$ cat config.mk
export PLATFORM = sky130hd
export DESIGN_NAME = fw_scan_chain_reader
export DESIGN_NICKNAME = d
export VERILOG_FILES = /design/src/rtl/fw_scan_chain_reader_pkg.sv /design/src/rtl/fw_scan_chain_reader.sv
export SDC_FILE = /design/constraint.sdc
export NUM_CORES = 1
export LEC_CHECK = 0
export CORE_UTILIZATION = 45
export CTS_CLUSTER_DIAMETER = 80
export DETAILED_ROUTE_END_ITERATION = 8
export GPL_TIMING_DRIVEN = 0
export PLACE_DENSITY = 0.62
export SLEW_MARGIN = 20
export SYNTH_ARGS = -nofsm -noshare
export SYNTH_HDL_FRONTEND = slang
export SYNTH_SLANG_ARGS = --single-unit
export TNS_END_PERCENT = 20
$ cat constraint.sdc
create_clock -name fw_axi_clk -period 3.1 [get_ports fw_axi_clk]
set_input_delay 0.62 -clock fw_axi_clk [delete_from_list [all_inputs] [get_ports fw_axi_clk]]
set_output_delay 0.62 -clock fw_axi_clk [all_outputs]
set_load 0.005 [all_outputs]
$ cat src/rtl/fw_scan_chain_reader_pkg.sv
// ----------------------------------------------------------------------------
// fw_scan_chain_reader_pkg
// Shared definitions for the scan-chain readback block: chain length, number
// of packed readback words and the capture state encoding.
// ----------------------------------------------------------------------------
package fw_scan_chain_reader_pkg;

   // Total number of bits in the ASIC scan chain.
   localparam int scan_reg_bits_total = 768;

   // Number of 32-bit words needed to hold one full scan image.
   localparam int scan_rd_words = scan_reg_bits_total / 32;

   // Capture sequencer states.
   typedef enum logic [1:0] {
      IDLE_SR    = 2'b00,
      CAPTURE_SR = 2'b01,
      DONE_SR    = 2'b10
   } state_t_sm_scan_rd;

endpackage

$ cat src/rtl/fw_scan_chain_reader.sv
// ----------------------------------------------------------------------------
// fw_scan_chain_reader
// Captures a serial scan-chain image (LSB-first) into a bank of packed words
// and offers a one-cycle-latency word read port.
//
// Ports
//   fw_axi_clk  in   single clock, rising edge
//   fw_rst      in   synchronous active-high reset
//   start       in   one-cycle pulse arming a capture (accepted only in IDLE)
//   shift_en    in   strobe qualifying scan_out (used only in CAPTURE)
//   scan_out    in   serial data from the scan chain
//   busy        out  high while capturing
//   done        out  one-cycle pulse after the last bit is stored
//   data_ready  out  high from done until the next accepted start or reset
//   rd_req      in   read strobe
//   rd_index    in   word index
//   rd_data     out  registered read word, holds when rd_valid=0
//   rd_valid    out  one-cycle pulse qualifying rd_data
//   rd_err      out  one-cycle pulse for an out-of-range index
// ----------------------------------------------------------------------------
module fw_scan_chain_reader
   import fw_scan_chain_reader_pkg::*;
#(
   parameter int SCAN_BITS = scan_reg_bits_total,
   parameter int WORD_W    = 32
) (
   input  logic              fw_axi_clk,
   input  logic              fw_rst,
   input  logic              start,
   input  logic              shift_en,
   input  logic              scan_out,
   output logic              busy,
   output logic              done,
   output logic              data_ready,
   input  logic              rd_req,
   input  logic [4:0]        rd_index,
   output logic [WORD_W-1:0] rd_data,
   output logic              rd_valid,
   output logic              rd_err
);

   localparam int NUM_WORDS = SCAN_BITS / WORD_W;

   state_t_sm_scan_rd state_r;
   state_t_sm_scan_rd state_next_s;

   logic [4:0]        bit_cnt_r;
   logic [4:0]        word_cnt_r;
   logic [WORD_W-1:0] pack_r;
   logic [WORD_W-1:0] storage_r [0:NUM_WORDS-1];

   logic              busy_r;
   logic              done_r;
   logic              data_ready_r;
   logic [WORD_W-1:0] rd_data_r;
   logic              rd_valid_r;
   logic              rd_err_r;

   logic              capture_start_s;
   logic              sample_s;
   logic              word_full_s;
   logic              last_bit_s;
   logic [WORD_W-1:0] pack_next_s;

   // New bit enters at the MSB so that after WORD_W shifts the first bit sits in bit 0.
   assign pack_next_s = {scan_out, pack_r[WORD_W-1:1]};

   // Next-state and capture control decode.
   always_comb begin
      state_next_s    = state_r;
      capture_start_s = 1'b0;
      sample_s        = 1'b0;
      word_full_s     = 1'b0;
      last_bit_s      = 1'b0;
      case (state_r)
         IDLE_SR: begin
            if (start) begin
               state_next_s    = CAPTURE_SR;
               capture_start_s = 1'b1;
            end else begin
               state_next_s = IDLE_SR;
            end
         end
         CAPTURE_SR: begin
            if (shift_en) begin
               sample_s = 1'b1;
               if (bit_cnt_r == 5'(WORD_W - 1)) begin
                  word_full_s = 1'b1;
                  if (word_cnt_r == 5'(NUM_WORDS - 1)) begin
                     last_bit_s   = 1'b1;
                     state_next_s = DONE_SR;
                  end else begin
                     state_next_s = CAPTURE_SR;
                  end
               end else begin
                  state_next_s = CAPTURE_SR;
               end
            end else begin
               state_next_s = CAPTURE_SR;
            end
         end
         DONE_SR: begin
            state_next_s = IDLE_SR;
         end
         default: begin
            state_next_s = IDLE_SR;
         end
      endcase
   end

   // State register and registered status flags.
   always_ff @(posedge fw_axi_clk) begin
      if (fw_rst) begin
         state_r      <= IDLE_SR;
         busy_r       <= 1'b0;
         done_r       <= 1'b0;
         data_ready_r <= 1'b0;
      end else begin
         state_r <= state_next_s;
         busy_r  <= (state_next_s == CAPTURE_SR);
         done_r  <= (state_next_s == DONE_SR);
         if (capture_start_s) begin
            data_ready_r <= 1'b0;
         end else if (last_bit_s) begin
            data_ready_r <= 1'b1;
         end
      end
   end

   // Bit/word counters and the packing shift register.
   always_ff @(posedge fw_axi_clk) begin
      if (fw_rst) begin
         bit_cnt_r  <= 5'd0;
         word_cnt_r <= 5'd0;
         pack_r     <= {WORD_W{1'b0}};
      end else if (capture_start_s) begin
         bit_cnt_r  <= 5'd0;
         word_cnt_r <= 5'd0;
         pack_r     <= {WORD_W{1'b0}};
      end else if (sample_s) begin
         pack_r <= pack_next_s;
         if (word_full_s) begin
            bit_cnt_r <= 5'd0;
            // Hold at the last word; the FSM leaves CAPTURE on this cycle.
            if (!last_bit_s) begin
               word_cnt_r <= word_cnt_r + 5'd1;
            end
         end else begin
            bit_cnt_r <= bit_cnt_r + 5'd1;
         end
      end
   end

   // Word storage: cleared on reset, written when a word completes.
   always_ff @(posedge fw_axi_clk) begin
      if (fw_rst) begin
         for (int i = 0; i < NUM_WORDS; i++) begin
            storage_r[i] <= {WORD_W{1'b0}};
         end
      end else if (word_full_s) begin
         storage_r[word_cnt_r] <= pack_next_s;
      end
   end

   // Read port; a same-cycle write is not visible until the following read.
   always_ff @(posedge fw_axi_clk) begin
      if (fw_rst) begin
         rd_data_r  <= {WORD_W{1'b0}};
         rd_valid_r <= 1'b0;
         rd_err_r   <= 1'b0;
      end else if (rd_req) begin
         rd_valid_r <= 1'b1;
         if (rd_index < 5'(NUM_WORDS)) begin
            rd_data_r <= storage_r[rd_index];
            rd_err_r  <= 1'b0;
         end else begin
            rd_data_r <= {WORD_W{1'b0}};
            rd_err_r  <= 1'b1;
         end
      end else begin
         rd_valid_r <= 1'b0;
         rd_err_r   <= 1'b0;
      end
   end

   assign busy       = busy_r;
   assign done       = done_r;
   assign data_ready = data_ready_r;
   assign rd_data    = rd_data_r;
   assign rd_valid   = rd_valid_r;
   assign rd_err     = rd_err_r;

endmodule

==> flow_summary.json <==
{
  "antenna_found_initial": 10,
  "vias": 22600,
  "postSynthCellCount": 2729,
  "ys_seq_area_share_pct": 65.0,
  "cp-start-kind": "register",
  "critPathRequiredTime_ns": 3.37,
  "ys_types": 47,
  "synth_area_leaders": "edfxtp_1 61%, and2_1 13%, mux2i_1 6.8%",
  "status": "finished clean",
  "arrival_ns": 3.34,
  "finalCritPeriodShare_pct": 98.9,
  "synth_ff_type": "edfxtp_1",
  "p_per_area_nw_per_um2": 600,
  "tritoncts": "built",
  "fin_util_pct": 51.3,
  "top_layer": "met5",
  "routedLengthMet1_um": 41500,
  "dr.first_iter.drc_count": 2137,
  "grt_max_degree": 33,
  "std_cell_rows": 106,
  "dp_hpwl_um": 71800,
  "viasPerCell": 5.61,
  "cts_inserted_buffers": 89,
  "ys_ff_latch": 848,
  "rsz0062_at_grt": "true",
  "yosysMostFrequentCell": "and2_1",
  "worst_slew_pin_slew_ns": 1.12,
  "synth.largest_area_cell": "edfxtp_1",
  "grt_pass1_wl_um": 148000,
  "synth_edf_count": 768,
  "worst_hold_slack_ns": 0.446,
  "netlist_area_um2": 38000,
  "clock_path_buffers": 3,
  "layout.nets": 2879,
  "die_area_um2": 85500,
  "synth_top_area_share_pct": 60.8,
  "cellLeakagePower_nw": 15.4,
  "ios": 48,
  "dr_wl_met3_um": 8460,
  "ctsHtreeMaxLevel": 3,
  "track_usage_pct": 23.9,
  "path_clk_slew_ns": 0.06,
  "first_global_vias": 22800,
  "path_max_fanout": 32,
  "finalHoldViolCount": 0,
  "initial_utilization_pct": 45.4,
  "cp-end-kind": "register",
  "postCtsSetupBuffers": 0,
  "cts.sinks": 848,
  "max-slew-margin-rel_pct": 25.1,
  "synth-async-reset-ratio_pct": 0,
  "dp.cells": 3851,
  "die_x_um": 292,
  "overflow": 0,
  "core_area_um2": 83600,
  "synth.avg_cell_area_um2": 13.9,
  "route.met2.wl_um": 49300,
  "vdd_ir_drop_max_mv": 0.373,
  "dieHeight_um": 292,
  "dr.pass1.iters": 6,
  "fillers": 7038,
  "syn-num-nets": 2746,
  "hold_path.class": "input pin to register",
  "ant_nets": 0,
  "yosys_warnings": 0,
  "drc_errors": 0,
  "synth_common_cells": "769 x and2_1, 768 x edfxtp_1, 256 x mux2i_1, 136 x nand2_1, 113 x clkbuf_1",
  "fin_skew_ns": 0.0352,
  "clock-root-buffer": "clkbuf_16",
  "io_buffers": 42,
  "drv_slew": 0,
  "fmax_ghz": 0.326,
  "gp_congestion": 0.860,
  "area_growth_pct": 12.9,
  "drive_above_1_share_pct": 13.6,
  "layout.cells.non_filler": 4021,
  "min_period_ns": 3.07,
  "maxCapViolations": 0,
  "crit_type": "register to register",
  "totalWireLength_um": 102000,
  "wl_per_cell_um": 25.5,
  "finalSetupViolCount": 0,
  "clock_latency_ns": 0.67
}
[metrics by stage]
stage          worst slack, ns  total power, mW  TNS (ns)  area, um^2
3_3_place_gp            -0.474             14.8   -222.43       39700
2_1_floorplan            0.686             14.2         0       38000
5_1_grt                -0.0681             26.3    -11.70       42800
6_report                0.0346             25.7         0       42800
4_1_cts              0.0000326             25.8         0       42800
3_5_place_dp            -0.463             14.8   -270.93       39700
[layout make-up]
cell class	instances	area (um^2)	area share [%]
sequential	848	24700	57.6
tap	1080	1350	3.15
multi-input combinational	1629	12200	28.5
clock buffer	128	2550	5.94
buffer	249	1150	2.70
clock inverter	39	488	1.14
antenna	3	7.51	0.0175
inverter	3	11.3	0.0263
timing repair buffer	42	420	0.981
[where the power goes]
part | internal, mW | total (mW) | switching, mW | leakage [nW]
Sequential | 13.0 | 13.2 | 0.182 | 7.94
Combinational | 0.524 | 1.42 | 0.901 | 5.96
Clock | 6.57 | 11.1 | 4.54 | 1.49
Total | 20.1 | 25.7 | 5.62 | 15.4
[per-layer routing]
metal	track usage, %	up-vias
li1	-	10100
met1	31.2	11400
met2	39.5	798
met3	4.94	192
met4	8.31	6
met5	0	-
[flip-flops by register name, indices dropped and copies added (netlist names)]
name        flops
rd_valid        1
busy            1
rd_err          1
state_r         2
data_ready      1
bit_cnt_r       5
word_cnt_r      5
storage_r     768
done            1
pack_r         31
rd_data        32
[worst max-delay path, stage by stage, from the launching register on]
cell      delay [ns]
dfxtp_1         0.38
ha_1            0.19
and3_1          0.17
ha_1            0.24
and4b_1         0.28
buf_4           0.24
nand3b_4        0.24
nor2_2          0.31
or2_4           0.64
[final timing paths]
kind | startpoint | end | slack [ns] | cells past startpoint
worst max-delay path | bit_cnt_r[0] | storage_r[15][23] | 0.03 | 8
worst min-delay path | rd_req | rd_data[1] | 0.45 | 3
worst max register to register | bit_cnt_r[0] | storage_r[15][23] | 0.03 | 8
worst min register to register | bit_cnt_r[4] | bit_cnt_r[4] | 0.47 | 2
[timing repair]
| action | CTS | global route |
|---|---|---|
| gates resized for setup | 18 | 9 |
| endpoints found under the setup margin | 576 | 612 |
| hold buffers | 0 | 0 |
| endpoints found under the hold margin | 0 | 0 |
[layout by cell type (no fill, tap or decap), types with 32 or more instances in the layout]
| master | Yosys | routed |
|---|---|---|
| and2_1 | 769 | 769 |
| edfxtp_1 | 768 | 768 |
| mux2i_1 | 256 | 256 |
| clkbuf_1 | 113 | 137 |
| nand2_1 | 136 | 136 |
| clkbuf_16 | 0 | 91 |
| dfxtp_1 | 80 | 80 |
| clkbuf_2 | 71 | 71 |
| mux4_2 | 64 | 64 |
| o22ai_1 | 50 | 50 |
| buf_2 | 45 | 45 |
| clkdlybuf4s50_1 | 0 | 42 |
| a21oi_1 | 36 | 36 |
| nand4_1 | 34 | 34 |
| a22oi_1 | 32 | 32 |
| o21bai_1 | 32 | 32 |
[logic make-up (layout without fill, tap and decap cells)]
family                   count (synthesis)  count (layout)  synth area share (%)
XOR/XNOR                                 7               7                 0.162
AO/OA/AOI/OAI                          259             259                  4.61
adder cells (fa/ha/maj)                  6               6                 0.198
multiplexers                           320             320                  10.5
AND/OR/NAND/NOR                       1037            1037                  16.4
flip-flops                             848             848                  65.0
buffers and inverters                  252             461                  3.07
other                                    0               3                     0
No activity file was read; power rests on OpenSTA's default activity.
